===== src/rtl/nv_nvdla_cacc_dbuf_rd_sched.sv =====
// CACC delivery-buffer read scheduler: ring-order reads, layer end tagging, drain wait.
// Optional sticky protocol error logic is built when NVDLA_CACC_DBUF_SCHED_ERR_EN is defined.
module nv_nvdla_cacc_dbuf_rd_sched #(
    parameter int DBUF_AW  = 4,
    parameter int LAYER_CW = 16
) (
    input  logic                nvdla_core_clk,
    input  logic                nvdla_core_rstn,
    input  logic                reg_op_en,
    input  logic [LAYER_CW-1:0] reg_layer_entries,
    input  logic                wr_done,
    input  logic                dbuf_rd_ready,
    output logic                dbuf_rd_en,
    output logic [DBUF_AW-1:0]  dbuf_rd_addr,
    output logic                dbuf_rd_layer_end,
    output logic                dbuf_full,
    output logic [DBUF_AW:0]    dbuf_occ,
    output logic                layer_busy,
    output logic                layer_done,
    output logic                sched_err
);

    localparam logic [DBUF_AW:0] OCC_MAX = (DBUF_AW+1)'(1 << DBUF_AW);

    typedef enum logic [1:0] {IDLE, RUN, DRAIN, DONE} state_t;

    state_t              state;
    logic [DBUF_AW-1:0]  rd_ptr;
    logic [DBUF_AW:0]    occ;
    logic [LAYER_CW-1:0] rd_cnt;
    logic [LAYER_CW-1:0] entries;
    logic                occ_full;
    logic                last_rd;
    logic                wr_inc;

    always_comb begin
        occ_full          = (occ == OCC_MAX);
        last_rd           = (rd_cnt == (entries - LAYER_CW'(1)));
        dbuf_rd_en        = (state == RUN) && (occ != '0) && dbuf_rd_ready;
        dbuf_rd_layer_end = dbuf_rd_en && last_rd;
        dbuf_rd_addr      = rd_ptr;
        dbuf_full         = occ_full;
        dbuf_occ          = occ;
        layer_busy        = (state != IDLE);
        layer_done        = (state == DONE);
        // A write into a full ring is only absorbed if a read frees a slot in the same cycle.
        wr_inc            = wr_done && (!occ_full || dbuf_rd_en);
    end

    always_ff @(posedge nvdla_core_clk) begin
        if (!nvdla_core_rstn) begin
            state   <= IDLE;
            rd_cnt  <= '0;
            entries <= '0;
        end else begin
            case (state)
                IDLE: begin
                    if (reg_op_en) begin
                        entries <= reg_layer_entries;
                        rd_cnt  <= '0;
                        state   <= (reg_layer_entries == '0) ? DONE : RUN;
                    end
                end
                RUN: begin
                    if (dbuf_rd_en) begin
                        rd_cnt <= rd_cnt + LAYER_CW'(1);
                        if (last_rd) state <= DRAIN;
                    end
                end
                DRAIN: begin
                    if (dbuf_rd_ready) state <= DONE;
                end
                DONE: state <= IDLE;
                default: state <= IDLE;
            endcase
        end
    end

    // Ring pointer and occupancy run continuously across layers.
    always_ff @(posedge nvdla_core_clk) begin
        if (!nvdla_core_rstn) begin
            rd_ptr <= '0;
            occ    <= '0;
        end else begin
            if (dbuf_rd_en) rd_ptr <= rd_ptr + DBUF_AW'(1);
            case ({wr_inc, dbuf_rd_en})
                2'b10:   occ <= occ + (DBUF_AW+1)'(1);
                2'b01:   occ <= occ - (DBUF_AW+1)'(1);
                default: occ <= occ;
            endcase
        end
    end

`ifdef NVDLA_CACC_DBUF_SCHED_ERR_EN
    logic err;
    logic overflow;

    always_comb overflow = wr_done && occ_full && !dbuf_rd_en;

    always_ff @(posedge nvdla_core_clk) begin
        if (!nvdla_core_rstn) begin
            err <= 1'b0;
        end else if (overflow || (reg_op_en && (state != IDLE))) begin
            err <= 1'b1;
        end
    end

    assign sched_err = err;
`else
    assign sched_err = 1'b0;
`endif

endmodule


===== config.mk =====
export PLATFORM = sky130hd
export DESIGN_NAME = nv_nvdla_cacc_dbuf_rd_sched
export DESIGN_NICKNAME = d
export VERILOG_FILES = /design/src/rtl/nv_nvdla_cacc_dbuf_rd_sched.sv
export SDC_FILE = /design/constraint.sdc
export NUM_CORES = 1
export LEC_CHECK = 0
export BUFFER_PORTS_ARGS = -buffer_cell sky130_fd_sc_hd__buf_2
export CAP_MARGIN = 10
export CORE_MARGIN = 5
export CORE_UTILIZATION = 55
export CTS_CLUSTER_DIAMETER = 30
export DETAILED_ROUTE_END_ITERATION = 12
export PLACE_DENSITY = 0.77
export SETUP_SLACK_MARGIN = 0.15
export SYNTH_ARGS = -nofsm -noshare
export SYNTH_HDL_FRONTEND = slang
export SYNTH_SLANG_ARGS = --single-unit

===== constraint.sdc =====
create_clock -name nvdla_core_clk -period 3.1 [get_ports nvdla_core_clk]
set_input_delay 0.155 -clock nvdla_core_clk [delete_from_list [all_inputs] [get_ports nvdla_core_clk]]
set_output_delay 0.155 -clock nvdla_core_clk [all_outputs]
set_load 0.1 [all_outputs]

==> impl_results.html, run 1 <==
<table>
<tr><th>Metric</th><th>Value</th></tr>
<tr><th colspan="2">Worst hold path</th></tr>
<tr><td>Min-Delay Startpoint</td><td>reg_layer_entries[8]</td></tr>
<tr><td>Worst hold path endpoint</td><td>entries[8]</td></tr>
<tr><td>Hold path depth</td><td>3</td></tr>
<tr><td>Class of the worst hold path</td><td>input pin to flip-flop</td></tr>
<tr><th colspan="2">Clocking</th></tr>
<tr><td>Clock root buffer</td><td>sky130_fd_sc_hd__clkbuf_8</td></tr>
<tr><td>Clock tree from TritonCTS</td><td>built</td></tr>
<tr><td>TritonCTS buffer count</td><td>5</td></tr>
<tr><td>Htree depth</td><td>2</td></tr>
<tr><td>Max clock buf depth</td><td>2</td></tr>
<tr><td>Clock input transition at the sequential cells of the worst setup and hold paths</td><td>0.09 ns</td></tr>
<tr><td>Clock sink total</td><td>43</td></tr>
<tr><td>Clock insertion delay at the later pin of the skew report</td><td>0.30 ns</td></tr>
<tr><td>Number of hold buffers added after CTS</td><td>0</td></tr>
<tr><th colspan="2">Power and ir drop</th></tr>
<tr><td>Cell Int Power</td><td>1.25 mW</td></tr>
<tr><td>Switching power of the nets</td><td>0.974 mW</td></tr>
<tr><td>Power share of the clock group</td><td>19.8%</td></tr>
<tr><td>Combinational share of power</td><td>48.5%</td></tr>
<tr><td>Relative contribution of sequential cells to total power</td><td>31.8%</td></tr>
<tr><td>Pwr/cell area</td><td>693 mW/mm²</td></tr>
<tr><td>Net switching fraction of the power</td><td>43.9%</td></tr>
<tr><td>Overall Power</td><td>2.22 mW</td></tr>
<tr><td>Worst vdd rail ir drop</td><td>0.466 mV</td></tr>
<tr><td>Leakage power of the design</td><td>1.26 nW</td></tr>
<tr><th colspan="2">Timing</th></tr>
<tr><td>Clock skew after layout</td><td>0.00616 ns</td></tr>
<tr><td>Setup repair after global routing missed its margin</td><td>true</td></tr>
<tr><td>Actual transition at the worst max-transition pin</td><td>0.724 ns</td></tr>
<tr><td>Final Critical Period</td><td>3.06 ns</td></tr>
<tr><td>Max Slew Vio Count</td><td>0</td></tr>
<tr><td>Final worst slack</td><td>0.0413 ns</td></tr>
<tr><td>Headroom to the max-slew limit</td><td>51.5%</td></tr>
<tr><td>Maximum clock rate</td><td>0.327 GHz</td></tr>
<tr><td>Hold Vio Cnt, Final</td><td>0</td></tr>
<tr><td>Crit share post-route</td><td>98.7%</td></tr>
<tr><td>Final Setup Violations</td><td>0</td></tr>
<tr><th colspan="2">Layout</th></tr>
<tr><td>Fin area</td><td>0.00320 mm²</td></tr>
<tr><td>Layout Area Growth over Synthesis</td><td>20.2%</td></tr>
<tr><td>Most frequent cells in the layout</td><td>sky130_fd_sc_hd__nand2_1, sky130_fd_sc_hd__nor2_1, sky130_fd_sc_hd__dfxtp_1, sky130_fd_sc_hd__buf_2, sky130_fd_sc_hd__a21oi_1</td></tr>
<tr><td>Proportion of layout cells with a drive suffix above 1</td><td>22.0%</td></tr>
<tr><td>Post-Layout Cell Count</td><td>444</td></tr>
<tr><td>Most common library cell in the layout ignoring fill and taps</td><td>sky130_fd_sc_hd__nand2_1</td></tr>
<tr><td>Diodes inserted</td><td>0</td></tr>
<tr><td>NumNets Final</td><td>409</td></tr>
<tr><th colspan="2">Yosys</th></tr>
<tr><td>Sequential-to-total area share from yosys stat</td><td>32.3%</td></tr>
<tr><td>Area share of the largest cell type after synthesis</td><td>32.3%</td></tr>
<tr><td>Post-Syn Area per Cell</td><td>7.83 µm²</td></tr>
<tr><td>Async set-or-reset flop fraction in the synthesized netlist</td><td>0%</td></tr>
<tr><td>Most common flop cell mapped by yosys</td><td>sky130_fd_sc_hd__dfxtp_1</td></tr>
<tr><td>Number of flops mapped to enable cells by yosys</td><td>0</td></tr>
<tr><td>Yosys warnings</td><td>0</td></tr>
<tr><td>Net count after synthesis</td><td>373</td></tr>
<tr><td>Post-Syn Instances</td><td>340</td></tr>
<tr><td>Register bit total from synthesis</td><td>43</td></tr>
<tr><td>Post-synth top area cell</td><td>sky130_fd_sc_hd__dfxtp_1</td></tr>
<tr><td>Cell types occupying the most area after synthesis</td><td>sky130_fd_sc_hd__dfxtp_1, sky130_fd_sc_hd__xnor2_1, sky130_fd_sc_hd__nand2_1</td></tr>
<tr><td>Netlist area before placement</td><td>0.00266 mm²</td></tr>
<tr><td>Post-synthesis cell type count</td><td>54</td></tr>
<tr><th colspan="2">Critical path</th></tr>
<tr><td>Arrival time of data at the critical path endpoint</td><td>2.90 ns</td></tr>
<tr><td>RR Startpoint</td><td>entries[9]</td></tr>
<tr><td>R2r setup slk</td><td>0.25 ns</td></tr>
<tr><td>Ordered list of cells on the worst path</td><td>or3_4, or2_2, o41ai_4, nand2_1, or4b_4, nor4_4, buf_12</td></tr>
<tr><td>CP peak stage delay</td><td>0.56 ns</td></tr>
<tr><td>Startpoint kind of the worst setup timing path</td><td>flip-flop</td></tr>
<tr><td>Worst-path maximum fanout</td><td>6</td></tr>
<tr><td>Critical Setup Path Class</td><td>flip-flop to output port</td></tr>
<tr><td>Master of the slowest instance on the critical path</td><td>sky130_fd_sc_hd__or4b_4</td></tr>
<tr><td>Endpoint kind of the worst setup timing path</td><td>output port</td></tr>
<tr><td>Endpoint of the lowest-slack register-to-register path</td><td>state[0]</td></tr>
<tr><td>Required time of the critical path</td><td>2.94 ns</td></tr>
<tr><td>Buf/Inv on CP</td><td>1</td></tr>
<tr><td>Cell family contributing the most delay on the critical path</td><td>simple AND/OR/NAND/NOR gates</td></tr>
<tr><td>Register-to-Register Path Depth</td><td>7</td></tr>
<tr><th colspan="2">Floorplanning</th></tr>
<tr><td>Die area</td><td>0.00633 mm²</td></tr>
<tr><td>Initial cell density of the core</td><td>56.4%</td></tr>
<tr><td>Core area</td><td>0.00472 mm²</td></tr>
<tr><td>Overall die width</td><td>79.6 µm</td></tr>
<tr><td>Die height</td><td>79.6 µm</td></tr>
<tr><td>Floorplan row count</td><td>25</td></tr>
<tr><td>Top-level I/O count</td><td>36</td></tr>
<tr><th colspan="2">GRT</th></tr>
<tr><td>Initial antenna violation count</td><td>0</td></tr>
<tr><td>Overall fraction of global-route tracks in use</td><td>20.7%</td></tr>
<tr><td>Vias in the first global route</td><td>2,270</td></tr>
<tr><td>Pin count of the biggest net entering global routing</td><td>27</td></tr>
<tr><td>Global route overflow</td><td>0</td></tr>
<tr><td>Global-route wire length before repair</td><td>10,500 µm</td></tr>
<tr><th colspan="2">Detailed routing</th></tr>
<tr><td>Post-route antenna net violation count</td><td>0</td></tr>
<tr><td>Number of vias after detailed routing</td><td>2,455</td></tr>
<tr><td>DR vias/cell</td><td>5.53</td></tr>
<tr><td>Detailed-route DRC error count</td><td>0</td></tr>
<tr><td>Number of iterations in the first detailed-routing pass</td><td>5</td></tr>
<tr><td>Count of routing violations after the opening detailed-route iteration</td><td>152</td></tr>
<tr><td>Drt wl/cell</td><td>14.2 µm</td></tr>
<tr><td>Post-detailed-routing wire length</td><td>6320 µm</td></tr>
<tr><th colspan="2">Job</th></tr>
<tr><td>Maximum Capacitance Violations</td><td>0</td></tr>
<tr><th colspan="2">Placed design</th></tr>
<tr><td>Number of buffers added on ports</td><td>34</td></tr>
<tr><td>Routability-driven placement congestion ratio</td><td>0.907</td></tr>
<tr><td>Setup slack at placement</td><td>0.138 ns</td></tr>
<tr><td>Standard cell area after detailed placement</td><td>0.00298 mm²</td></tr>
<tr><td>Number of placed cells counting well taps</td><td>434</td></tr>
<tr><td>Placed wire-length estimate</td><td>4630 µm</td></tr>
<tr><th colspan="2">Status</th></tr>
<tr><td>Outcome</td><td>finished clean</td></tr>
</table>
[routing by layer]
layer	share of wire, %	global-route usage [%]	routed length (µm)	up-vias
met4	0.55	5.50	35	0
met1	49	29.1	3070	1139
met5	0	0	0	-
met2	46	32.1	2880	55
met3	5.3	4.18	333	6
li1	-	-	-	1255
[cell usage after synthesis (2+ instances only)]
master / count
sky130_fd_sc_hd__buf_2: 4
sky130_fd_sc_hd__o21a_1: 3
sky130_fd_sc_hd__o21ai_0: 6
sky130_fd_sc_hd__inv_1: 17
sky130_fd_sc_hd__nor4_1: 12
sky130_fd_sc_hd__and2_1: 3
sky130_fd_sc_hd__clkbuf_1: 8
sky130_fd_sc_hd__nand4_1: 5
sky130_fd_sc_hd__or4b_1: 2
sky130_fd_sc_hd__o211ai_1: 3
sky130_fd_sc_hd__xnor2_1: 22
sky130_fd_sc_hd__nor3_1: 6
sky130_fd_sc_hd__nand2_1: 49
sky130_fd_sc_hd__o41ai_1: 2
sky130_fd_sc_hd__a31o_2: 2
sky130_fd_sc_hd__and3_1: 4
sky130_fd_sc_hd__a211oi_1: 2
sky130_fd_sc_hd__clkinv_1: 2
sky130_fd_sc_hd__or4_1: 4
sky130_fd_sc_hd__nor2b_1: 7
sky130_fd_sc_hd__or3_1: 3
sky130_fd_sc_hd__nand3_1: 11
sky130_fd_sc_hd__nor2_1: 36
sky130_fd_sc_hd__xor2_1: 12
sky130_fd_sc_hd__a21oi_1: 24
sky130_fd_sc_hd__mux2i_1: 4
sky130_fd_sc_hd__dfxtp_1: 43
sky130_fd_sc_hd__nor4b_1: 2
sky130_fd_sc_hd__ha_1: 11
sky130_fd_sc_hd__nand2b_1: 2
sky130_fd_sc_hd__a31oi_1: 2
sky130_fd_sc_hd__a21o_1: 3
sky130_fd_sc_hd__or2_2: 2
sky130_fd_sc_hd__o31ai_1: 2
[through the flow]
step / utilization (%) / TNS (ns) / hold WS [ns]
6_report: 67.8 / 0 / 0.0906
4_1_cts: 65.8 / 0 / 0.0921
5_1_grt: 67.8 / -0.0632 / 0.0869
2_1_floorplan: - / -0.155 / 0.291
3_5_place_dp: 63.0 / 0 / 0.414
3_3_place_gp: 63.0 / 0 / 0.408
[power groups by stage]
stage	registers (mW)	logic, mW	clock network (mW)
after floorplan	0.788	0.706	0
after global placement	0.704	0.975	0
after detailed placement	0.706	0.987	0
after CTS	0.694	1.01	0.445
after global routing	0.714	1.17	0.468
final	0.705	1.08	0.438
[flip-flops by register name (all words and copies together), names as in the netlist]
signal / count
dbuf_rd_addr: 4
state: 2
entries: 16
rd_cnt: 16
dbuf_occ: 5
[worst max path at each step]
stage,endpoint,slack (ns),from,depth (start not counted)
finish,dbuf_rd_layer_end,0.04,entries[9],7
global route,dbuf_rd_layer_end,-0.06,entries[0],9
CTS,dbuf_rd_layer_end,0.001,entries[1],9
detailed placement,dbuf_occ[4],0.14,state[1],15
global placement,dbuf_occ[4],0.22,state[1],15
floorplan,dbuf_rd_layer_end,-0.15,entries[0],9
[cells by family (layout without fill, tap and decap cells)]
group	Yosys count	in the layout	share of synthesized area, %
adders and majority gates	12	12	5.92
muxes	4	4	1.50
AOI/OAI and AO/OA	58	58	14.4
other	1	1	0.141
DFF	43	43	32.3
and+or+nand+nor	155	155	29.3
xor gates and xnor gates	34	34	11.2
buffers and inverters	33	70	5.26
[final cells by class]
cell class,instances,area [µm²]
fill,380,1520
clock buffer,5,68.8
timing repair buffer,43,253
inverter,19,76.3
multi-input combinational,264,1790
sequential,43,883
tap,67,83.8
clock inverter,3,43.8
[worst register-to-register path, stage by stage, from the launching register on]
cell and delay (ns):
sky130_fd_sc_hd__dfxtp_2 0.37, sky130_fd_sc_hd__or3_4 0.42, sky130_fd_sc_hd__or2_2 0.37, sky130_fd_sc_hd__o41ai_4 0.34, sky130_fd_sc_hd__nand2_1 0.09, sky130_fd_sc_hd__or4b_4 0.56
sky130_fd_sc_hd__o41ai_1 0.47, sky130_fd_sc_hd__a221oi_2 0.10
[timing repair]
| action | CTS | global route |
|---|---|---|
| endpoints found under the setup margin | 3 | 3 |
| setup buffers | 0 | 2 |
| gates resized for setup | 3 | 15 |
| pin swaps | 0 | 2 |
| gates cloned | 0 | 0 |
| endpoints found under the hold margin | 0 | 0 |
Note: power is estimated with default switching activity, not from simulation.
==> run 2, diff against run 1 <==
- CORE_UTILIZATION: 55 -> 52
- PLACE_DENSITY: 0.77 -> 0.76
- clock period: 3.1 -> 2.7 ns (I/O delays scaled with it)
==> run 2 against run 1 <==
Sequential power up 13%. Critical path type unchanged. Combinational power grew 39%. First-iteration DRC count down 18%. The flow now finishes with violations (negative setup slack). Clock skew is 0.0034 ns lower. Wire length is 11% higher. Via count is 7.2% higher. Non-clock buffer count up 28.
==> impl_results.html, run 2 (same netlist as run 1, synthesis figures left out) <==
<table>
<tr><th>Metric</th><th>Value</th></tr>
<tr><th colspan="2">Critical path</th></tr>
<tr><td>Worst-path maximum fanout</td><td>5 (-1)</td></tr>
<tr><td>Required time of the critical path</td><td>2.57 ns (-0.37 ns)</td></tr>
<tr><td>Critical Setup Path Class</td><td>flip-flop to output port</td></tr>
<tr><td>Launching element of the worst setup path</td><td>entries[0]</td></tr>
<tr><td>Startpoint kind of the worst setup timing path</td><td>flip-flop</td></tr>
<tr><td>Arrival time of data at the critical path endpoint</td><td>2.86 ns (-0.04 ns)</td></tr>
<tr><td>Endpoint kind of the worst setup timing path</td><td>output port</td></tr>
<tr><td>RR Startpoint</td><td>entries[0]</td></tr>
<tr><th colspan="2">Timing</th></tr>
<tr><td>Clock skew after layout</td><td>0.00273 ns (-0.00343 ns)</td></tr>
<tr><td>Maximum clock rate</td><td>0.334 GHz</td></tr>
<tr><td>Setup repair after global routing missed its margin</td><td>true</td></tr>
<tr><td>Headroom to the max-slew limit</td><td>52.0% (+0.54 points)</td></tr>
<tr><td>Hold Vio Cnt, Final</td><td>0 (unchanged)</td></tr>
<tr><td>Max Slew Vio Count</td><td>0 (unchanged)</td></tr>
<tr><td>Actual transition at the worst max-transition pin</td><td>0.716 ns (-0.00812 ns)</td></tr>
<tr><td>Final Setup Violations</td><td>2 (+2)</td></tr>
<tr><td>Final Critical Period</td><td>2.99 ns</td></tr>
<tr><td>Final worst slack</td><td>-0.293 ns (-0.335 ns)</td></tr>
<tr><td>Crit share post-route</td><td>111%</td></tr>
<tr><td>Worst slack on hold paths</td><td>0.0759 ns (-0.0146 ns)</td></tr>
<tr><th colspan="2">Clocking</th></tr>
<tr><td>Clock root buffer</td><td>sky130_fd_sc_hd__clkbuf_8</td></tr>
<tr><td>Htree depth</td><td>2 (unchanged)</td></tr>
<tr><td>Clock insertion delay at the later pin of the skew report</td><td>0.30 ns (about the same)</td></tr>
<tr><td>Clock input transition at the sequential cells of the worst setup and hold paths</td><td>0.08 ns (about the same)</td></tr>
<tr><td>TritonCTS buffer count</td><td>5 (unchanged)</td></tr>
<tr><td>Clock tree from TritonCTS</td><td>built</td></tr>
<tr><td>Max clock buf depth</td><td>2 (unchanged)</td></tr>
<tr><td>Clock sink total</td><td>43 (unchanged)</td></tr>
<tr><td>Number of hold buffers added after CTS</td><td>0 (unchanged)</td></tr>
<tr><th colspan="2">GRT</th></tr>
<tr><td>Vias in the first global route</td><td>2,632 (+16%)</td></tr>
<tr><td>Overall fraction of global-route tracks in use</td><td>23.2% (+2.6 points)</td></tr>
<tr><td>Initial antenna violation count</td><td>0 (unchanged)</td></tr>
<tr><td>Global route overflow</td><td>0 (unchanged)</td></tr>
<tr><td>Global-route wire length before repair</td><td>12,200 µm (+16%)</td></tr>
<tr><td>Pin count of the biggest net entering global routing</td><td>27 (unchanged)</td></tr>
<tr><th colspan="2">Floorplanning</th></tr>
<tr><td>Overall die width</td><td>81.6 µm (+2.5%)</td></tr>
<tr><td>Core area</td><td>0.00504 mm² (+6.8%)</td></tr>
<tr><td>Die height</td><td>81.6 µm (+2.5%)</td></tr>
<tr><td>Floorplan row count</td><td>26 (+4.0%)</td></tr>
<tr><td>Initial cell density of the core</td><td>52.8% (-3.6 points)</td></tr>
<tr><td>Top-level I/O count</td><td>36 (unchanged)</td></tr>
<tr><td>Die area</td><td>0.00665 mm² (+5.0%)</td></tr>
<tr><th colspan="2">Placed design</th></tr>
<tr><td>Number of placed cells counting well taps</td><td>456 (+5.1%)</td></tr>
<tr><td>Number of buffers added on ports</td><td>34 (unchanged)</td></tr>
<tr><td>Routability-driven placement congestion ratio</td><td>0.860 (-5.2%)</td></tr>
<tr><td>Standard cell area after detailed placement</td><td>0.00319 mm² (+7.2%)</td></tr>
<tr><td>Placed wire-length estimate</td><td>5150 µm (+11%)</td></tr>
<tr><th colspan="2">Layout</th></tr>
<tr><td>Post-Layout Cell Count</td><td>475 (+7.0%)</td></tr>
<tr><td>Most frequent cells in the layout</td><td>sky130_fd_sc_hd__nand2_1, sky130_fd_sc_hd__nor2_1, sky130_fd_sc_hd__buf_4, sky130_fd_sc_hd__dfxtp_1, sky130_fd_sc_hd__buf_2</td></tr>
<tr><td>Diodes inserted</td><td>0 (unchanged)</td></tr>
<tr><td>Layout Area Growth over Synthesis</td><td>29.9%</td></tr>
<tr><td>NumNets Final</td><td>437 (+6.8%)</td></tr>
<tr><td>Proportion of layout cells with a drive suffix above 1</td><td>29.6% (+7.6 points)</td></tr>
<tr><td>Most common library cell in the layout ignoring fill and taps</td><td>sky130_fd_sc_hd__nand2_1</td></tr>
<tr><td>Fin area</td><td>0.00346 mm² (+8.1%)</td></tr>
<tr><th colspan="2">Detailed routing</th></tr>
<tr><td>Count of routing violations after the opening detailed-route iteration</td><td>124 (-18%)</td></tr>
<tr><td>Detailed-route DRC error count</td><td>0 (unchanged)</td></tr>
<tr><td>Number of iterations in the first detailed-routing pass</td><td>4 (-1)</td></tr>
<tr><td>Drt wl/cell</td><td>14.8 µm (+3.9%)</td></tr>
<tr><td>Number of vias after detailed routing</td><td>2,632 (+7.2%)</td></tr>
<tr><td>Post-detailed-routing wire length</td><td>7020 µm (+11%)</td></tr>
<tr><td>DR vias/cell</td><td>5.54 (+0.21%)</td></tr>
<tr><td>Post-route antenna net violation count</td><td>0 (unchanged)</td></tr>
<tr><th colspan="2">Power and ir drop</th></tr>
<tr><td>Worst vdd rail ir drop</td><td>0.579 mV (+24%)</td></tr>
<tr><td>Pwr/cell area</td><td>779 mW/mm² (+12%)</td></tr>
<tr><td>Overall Power</td><td>2.69 mW (+21%)</td></tr>
<tr><td>Leakage power of the design</td><td>1.39 nW (+10%)</td></tr>
<tr><th colspan="2">Worst hold path</th></tr>
<tr><td>Min-Delay Startpoint</td><td>reg_layer_entries[1]</td></tr>
<tr><td>Class of the worst hold path</td><td>input pin to flip-flop</td></tr>
<tr><th colspan="2">Job</th></tr>
<tr><td>Maximum Capacitance Violations</td><td>0 (unchanged)</td></tr>
<tr><th colspan="2">Status</th></tr>
<tr><td>Failing checks</td><td>negative setup slack</td></tr>
<tr><td>Outcome</td><td>complete, but fails checks</td></tr>
</table>
-- run 2: timing repair --
item / CTS / global route
setup buffers: 6 / 5
endpoints found under the setup margin: 2 / 3
resized for setup: 17 / 5
pin swaps: 4 / 4
-- run 2: metrics by stage --
stage	setup TNS (ns)	worst slack (ns)	util, %
6_report	-0.535	-0.293	68.6
5_1_grt	-0.757	-0.416	68.6
4_1_cts	-0.412	-0.252	67.4
3_5_place_dp	-0.0334	-0.0334	63.3
3_3_place_gp	0	0.0225	63.3
2_1_floorplan	-0.528	-0.528	-
-- run 2: final cells by class --
type / count / area (µm²)
timing repair buffer: 71 / 470
fill: 412 / 1580
sequential: 43 / 885
inverter: 19 / 82.6
clock inverter: 2 / 11.3
multi-input combinational: 264 / 1850
tap: 70 / 87.6
clock buffer: 6 / 72.6
-- run 2: routing by layer --
layer  track usage, %  part of all wire, %
met5                0                    0
met4             7.94                  1.5
met3             4.39                  6.2
met2             36.6                   47
met1             31.7                   46
-- run 2: power breakdown --
| part | total (mW) | internal [mW] | switching (mW) |
|---|---|---|---|
| Combinational | 1.50 | 0.604 | 0.892 |
| Sequential | 0.796 | 0.712 | 0.0843 |
| Clock | 0.403 | 0.182 | 0.221 |
| Total | 2.69 | 1.50 | 1.20 |
-- run 2: worst max-delay path, stage by stage (launching register included) --
cell,delay [ns]
sky130_fd_sc_hd__dfxtp_2,0.33
sky130_fd_sc_hd__buf_4,0.14
sky130_fd_sc_hd__or4_4,0.58
sky130_fd_sc_hd__nor4_2,0.26
sky130_fd_sc_hd__xor2_1,0.27
sky130_fd_sc_hd__or4b_4,0.52
sky130_fd_sc_hd__nor4_4,0.24
sky130_fd_sc_hd__buf_12,0.22
-- run 2: final timing paths --
check	to	cells after the start	slack, ns
max	dbuf_rd_layer_end	7	-0.29
min	entries[1]	3	0.08
max reg2reg	state[0]	10	-0.24
min reg2reg	entries[1]	2	0.48
==> run 3, diff against run 2 <==
- ABC_AREA: not set -> 1
- PLACE_DENSITY: 0.76 -> 0.83
==> run 3 against run 2 <==
Synthesized cell count rose by 24%. Clock power rose by 22%. Register-to-register slack improved by 0.60 ns. Power rose by 12%. Non-clock buffer count fell by 35. Highest routed layer unchanged. Cell count rose by 11%. The flow now finishes without violations.
==> impl_results.html, run 3 <==
<table>
<tr><th>Metric</th><th>Value</th></tr>
<tr><th colspan="2">Status</th></tr>
<tr><td>Outcome</td><td>finished clean</td></tr>
<tr><th colspan="2">Clocking</th></tr>
<tr><td>TritonCTS buffer count</td><td>5 (unchanged)</td></tr>
<tr><td>Htree depth</td><td>2 (unchanged)</td></tr>
<tr><td>Clock tree from TritonCTS</td><td>built</td></tr>
<tr><td>Max clock buf depth</td><td>2 (unchanged)</td></tr>
<tr><td>Clock input transition at the sequential cells of the worst setup and hold paths</td><td>0.08 ns (about the same)</td></tr>
<tr><td>Clock root buffer</td><td>sky130_fd_sc_hd__clkbuf_8</td></tr>
<tr><td>Clock insertion delay at the later pin of the skew report</td><td>0.30 ns (about the same)</td></tr>
<tr><td>Clock sink total</td><td>43 (unchanged)</td></tr>
<tr><th colspan="2">Timing</th></tr>
<tr><td>Maximum clock rate</td><td>0.413 GHz (+24%)</td></tr>
<tr><td>Worst slack on hold paths</td><td>0.111 ns (+0.0346 ns)</td></tr>
<tr><td>Fin Setup TNS</td><td>0 ns (+0.535 ns)</td></tr>
<tr><td>Final Critical Period</td><td>2.42 ns (-0.573 ns)</td></tr>
<tr><td>Crit share post-route</td><td>89.7% (-21 points)</td></tr>
<tr><td>Max Slew Vio Count</td><td>0 (unchanged)</td></tr>
<tr><td>Setup repair after global routing missed its margin</td><td>true</td></tr>
<tr><td>Hold Vio Cnt, Final</td><td>0 (unchanged)</td></tr>
<tr><td>Headroom to the max-slew limit</td><td>63.8% (+12 points)</td></tr>
<tr><td>Clock skew after layout</td><td>0.00845 ns (+0.00572 ns)</td></tr>
<tr><td>Actual transition at the worst max-transition pin</td><td>0.541 ns (-0.174 ns)</td></tr>
<tr><td>Final Setup Violations</td><td>0 (-2)</td></tr>
<tr><th colspan="2">Power and ir drop</th></tr>
<tr><td>Leakage power of the design</td><td>1.53 nW (+9.8%)</td></tr>
<tr><td>Pwr/cell area</td><td>941 mW/mm² (+21%)</td></tr>
<tr><td>Overall Power</td><td>3.01 mW (+12%)</td></tr>
<tr><td>Worst vdd rail ir drop</td><td>0.766 mV (+32%)</td></tr>
<tr><th colspan="2">Detailed routing</th></tr>
<tr><td>Number of vias after detailed routing</td><td>2,822 (+7.2%)</td></tr>
<tr><td>Post-detailed-routing wire length</td><td>6890 µm (-1.9%)</td></tr>
<tr><td>Detailed-route DRC error count</td><td>0 (unchanged)</td></tr>
<tr><td>DR vias/cell</td><td>5.33 (-3.7%)</td></tr>
<tr><td>Number of iterations in the first detailed-routing pass</td><td>4 (unchanged)</td></tr>
<tr><td>Drt wl/cell</td><td>13.0 µm (-12%)</td></tr>
<tr><td>Count of routing violations after the opening detailed-route iteration</td><td>167 (+35%)</td></tr>
<tr><td>Post-route antenna net violation count</td><td>0 (unchanged)</td></tr>
<tr><th colspan="2">Job</th></tr>
<tr><td>Maximum Capacitance Violations</td><td>0 (unchanged)</td></tr>
<tr><th colspan="2">Critical path</th></tr>
<tr><td>Required time of the critical path</td><td>2.57 ns (about the same)</td></tr>
<tr><td>RR Startpoint</td><td>state[1]</td></tr>
<tr><td>Arrival time of data at the critical path endpoint</td><td>2.29 ns (-0.57 ns)</td></tr>
<tr><td>Endpoint of the lowest-slack register-to-register path</td><td>dbuf_occ[4]</td></tr>
<tr><td>Endpoint kind of the worst setup timing path</td><td>output port</td></tr>
<tr><td>Startpoint kind of the worst setup timing path</td><td>flip-flop</td></tr>
<tr><td>Critical Setup Path Class</td><td>flip-flop to output port</td></tr>
<tr><td>R2r setup slk</td><td>0.36 ns (+0.60 ns)</td></tr>
<tr><td>Register-to-Register Path Depth</td><td>12 (+2)</td></tr>
<tr><td>Worst-path maximum fanout</td><td>2 (-3)</td></tr>
<tr><th colspan="2">Placed design</th></tr>
<tr><td>Routability-driven placement congestion ratio</td><td>0.935 (+8.8%)</td></tr>
<tr><td>Number of buffers added on ports</td><td>34 (unchanged)</td></tr>
<tr><td>Number of placed cells counting well taps</td><td>521 (+14%)</td></tr>
<tr><td>Placed wire-length estimate</td><td>5530 µm (+7.4%)</td></tr>
<tr><th colspan="2">Yosys</th></tr>
<tr><td>XOR/XNOR share of the synthesized area</td><td>6.35% (-4.8 points)</td></tr>
<tr><td>Yosys warnings</td><td>0 (unchanged)</td></tr>
<tr><td>Post-synthesis share of cell area spent on and, or, nand and nor gates</td><td>34.1% (+4.8 points)</td></tr>
<tr><td>Post-synthesis cell type count</td><td>37 (-31%)</td></tr>
<tr><td>Complex-gate fraction of the synthesized area</td><td>13.1% (-1.2 points)</td></tr>
<tr><td>Area share of fa/ha/maj cells after synthesis</td><td>5.71% (-0.21 points)</td></tr>
<tr><td>Most numerous cell types in the synthesized netlist</td><td>sky130_fd_sc_hd__nand2_1, sky130_fd_sc_hd__nor2_1, sky130_fd_sc_hd__inv_1</td></tr>
<tr><td>Most frequent cell after synthesis</td><td>sky130_fd_sc_hd__nand2_1</td></tr>
<tr><td>Post-synth top area cell</td><td>sky130_fd_sc_hd__dfxtp_1</td></tr>
<tr><td>Net count after synthesis</td><td>455 (+22%)</td></tr>
<tr><td>Most common flop cell mapped by yosys</td><td>sky130_fd_sc_hd__dfxtp_1</td></tr>
<tr><td>Largest family of logic cells by synthesized area</td><td>simple AND/OR/NAND/NOR gates</td></tr>
<tr><td>Area share of the largest cell type after synthesis</td><td>31.2% (-1.1 points)</td></tr>
<tr><td>Register bit total from synthesis</td><td>43 (unchanged)</td></tr>
<tr><td>Async set-or-reset flop fraction in the synthesized netlist</td><td>0% (unchanged)</td></tr>
<tr><td>Multiplexer area fraction after synthesis</td><td>0.408% (-1.1 points)</td></tr>
<tr><td>Post-Syn Instances</td><td>422 (+24%)</td></tr>
<tr><td>Sequential-to-total area share from yosys stat</td><td>31.2% (-1.1 points)</td></tr>
<tr><td>Netlist area before placement</td><td>0.00276 mm² (+3.7%)</td></tr>
<tr><td>Cell types occupying the most area after synthesis</td><td>sky130_fd_sc_hd__dfxtp_1, sky130_fd_sc_hd__nand2_1, sky130_fd_sc_hd__nor2_1</td></tr>
<tr><td>Post-Syn Area per Cell</td><td>6.54 µm² (-16%)</td></tr>
<tr><td>Number of flops mapped to enable cells by yosys</td><td>0 (unchanged)</td></tr>
<tr><th colspan="2">Floorplanning</th></tr>
<tr><td>Top-level I/O count</td><td>36 (unchanged)</td></tr>
<tr><td>Die height</td><td>82.9 µm (+1.6%)</td></tr>
<tr><td>Core area</td><td>0.00514 mm² (+1.9%)</td></tr>
<tr><td>Overall die width</td><td>82.9 µm (+1.6%)</td></tr>
<tr><td>Initial cell density of the core</td><td>53.7% (+0.90 points)</td></tr>
<tr><td>Die area</td><td>0.00686 mm² (+3.2%)</td></tr>
<tr><td>Floorplan row count</td><td>26 (unchanged)</td></tr>
<tr><th colspan="2">GRT</th></tr>
<tr><td>Initial antenna violation count</td><td>0 (unchanged)</td></tr>
<tr><td>Global route overflow</td><td>0 (unchanged)</td></tr>
<tr><td>Vias in the first global route</td><td>2,719 (+3.3%)</td></tr>
<tr><td>Pin count of the biggest net entering global routing</td><td>29 (+7.4%)</td></tr>
<tr><td>Overall fraction of global-route tracks in use</td><td>20.2% (-3.1 points)</td></tr>
<tr><td>Global-route wire length before repair</td><td>11,600 µm (-4.2%)</td></tr>
<tr><th colspan="2">Layout</th></tr>
<tr><td>NumNets Final</td><td>491 (+12%)</td></tr>
<tr><td>Layout Area Growth over Synthesis</td><td>15.8%</td></tr>
<tr><td>Most common library cell in the layout ignoring fill and taps</td><td>sky130_fd_sc_hd__nand2_1</td></tr>
<tr><td>Proportion of layout cells with a drive suffix above 1</td><td>14.4% (-15 points)</td></tr>
<tr><td>Most frequent cells in the layout</td><td>sky130_fd_sc_hd__nand2_1, sky130_fd_sc_hd__nor2_1, sky130_fd_sc_hd__inv_1, sky130_fd_sc_hd__dfxtp_1, sky130_fd_sc_hd__buf_2</td></tr>
<tr><td>Post-Layout Cell Count</td><td>529 (+11%)</td></tr>
<tr><td>Diodes inserted</td><td>0 (unchanged)</td></tr>
<tr><th colspan="2">Worst hold path</th></tr>
<tr><td>Class of the worst hold path</td><td>input pin to flip-flop</td></tr>
<tr><td>Min-Delay Startpoint</td><td>reg_layer_entries[10]</td></tr>
<tr><td>Worst hold path endpoint</td><td>entries[10]</td></tr>
<tr><td>Hold path depth</td><td>3 (unchanged)</td></tr>
</table>
run 3: power by group:
group,internal [mW],switching [mW],leakage (nW)
registers,0.752,0.124,0.355
clock network,0.277,0.214,0.0524
logic,0.475,1.17,1.12
total,1.50,1.50,1.53
run 3: worst max path at each step:
stage	startpoint	slack [ns]	end	cells after the start
floorplan	entries[0]	0.17	dbuf_rd_layer_end	10
global placement	state[1]	0.28	dbuf_occ[4]	12
detailed placement	state[1]	0.13	dbuf_occ[4]	13
CTS	entries[0]	0.13	dbuf_rd_layer_end	11
global route	entries[7]	0.11	dbuf_rd_layer_end	10
finish	entries[1]	0.28	dbuf_rd_layer_end	10
run 3: cell type report:
cell class                      instances  area (µm²)
Clock buffer                            7        76.3
Inverter                               58         218
Sequential cell                        43         880
Timing Repair Buffer                   36         191
Multi-Input combinational cell        314        1710
Clock inverter                          1        30.0
Fill cell                             489        1940
Tap cell                               70        87.6
run 3: cell families (layout without fill, tap and decap cells):
| kind of cell | Yosys count | count (layout) |
|---|---|---|
| AOI/OAI and AO/OA | 70 | 70 |
| muxes | 1 | 1 |
| and+or+nand+nor | 210 | 210 |
| xor gates and xnor gates | 20 | 20 |
| other | 1 | 1 |
| adders and majority gates | 12 | 12 |
| buffers and inverters | 65 | 102 |
| DFF | 43 | 43 |
run 3: timing repair:
item | CTS | global route
resized for setup | 2 | 9
endpoints found under the setup margin | 2 | 2
setup buffers | 0 | 0
hold buffers | 0 | 0
run 3: metrics by stage:
stage	instance area [µm²]	util (%)	worst slack, ns
finish	3200	62.2	0.279
global route	3200	62.2	0.114
CTS	3150	61.3	0.126
detailed placement	3040	59.2	0.126
global placement	3040	59.2	0.282
floorplan	2800	-	0.168
run 3: critical path: stages, from the launching register on:
cell	delay (ns)
sky130_fd_sc_hd__dfxtp_1	0.34
sky130_fd_sc_hd__inv_1	0.08
sky130_fd_sc_hd__ha_4	0.27
sky130_fd_sc_hd__xor2_1	0.14
sky130_fd_sc_hd__o21ai_1	0.11
sky130_fd_sc_hd__nor2_1	0.14
sky130_fd_sc_hd__nand3_1	0.09
sky130_fd_sc_hd__nor2_1	0.09
sky130_fd_sc_hd__nand4_1	0.14
sky130_fd_sc_hd__nor4_4	0.32
sky130_fd_sc_hd__buf_6	0.26
run 3: layer usage:
metal | global-route usage [%] | vias to the layer above | share of wire [%]
met3 | 3.86 | 20 | 4.1
met1 | 23.9 | 1302 | 43
li1 | - | 1439 | -
met4 | 9.06 | 0 | 2.8
met2 | 35.1 | 61 | 50
met5 | 0 | - | 0
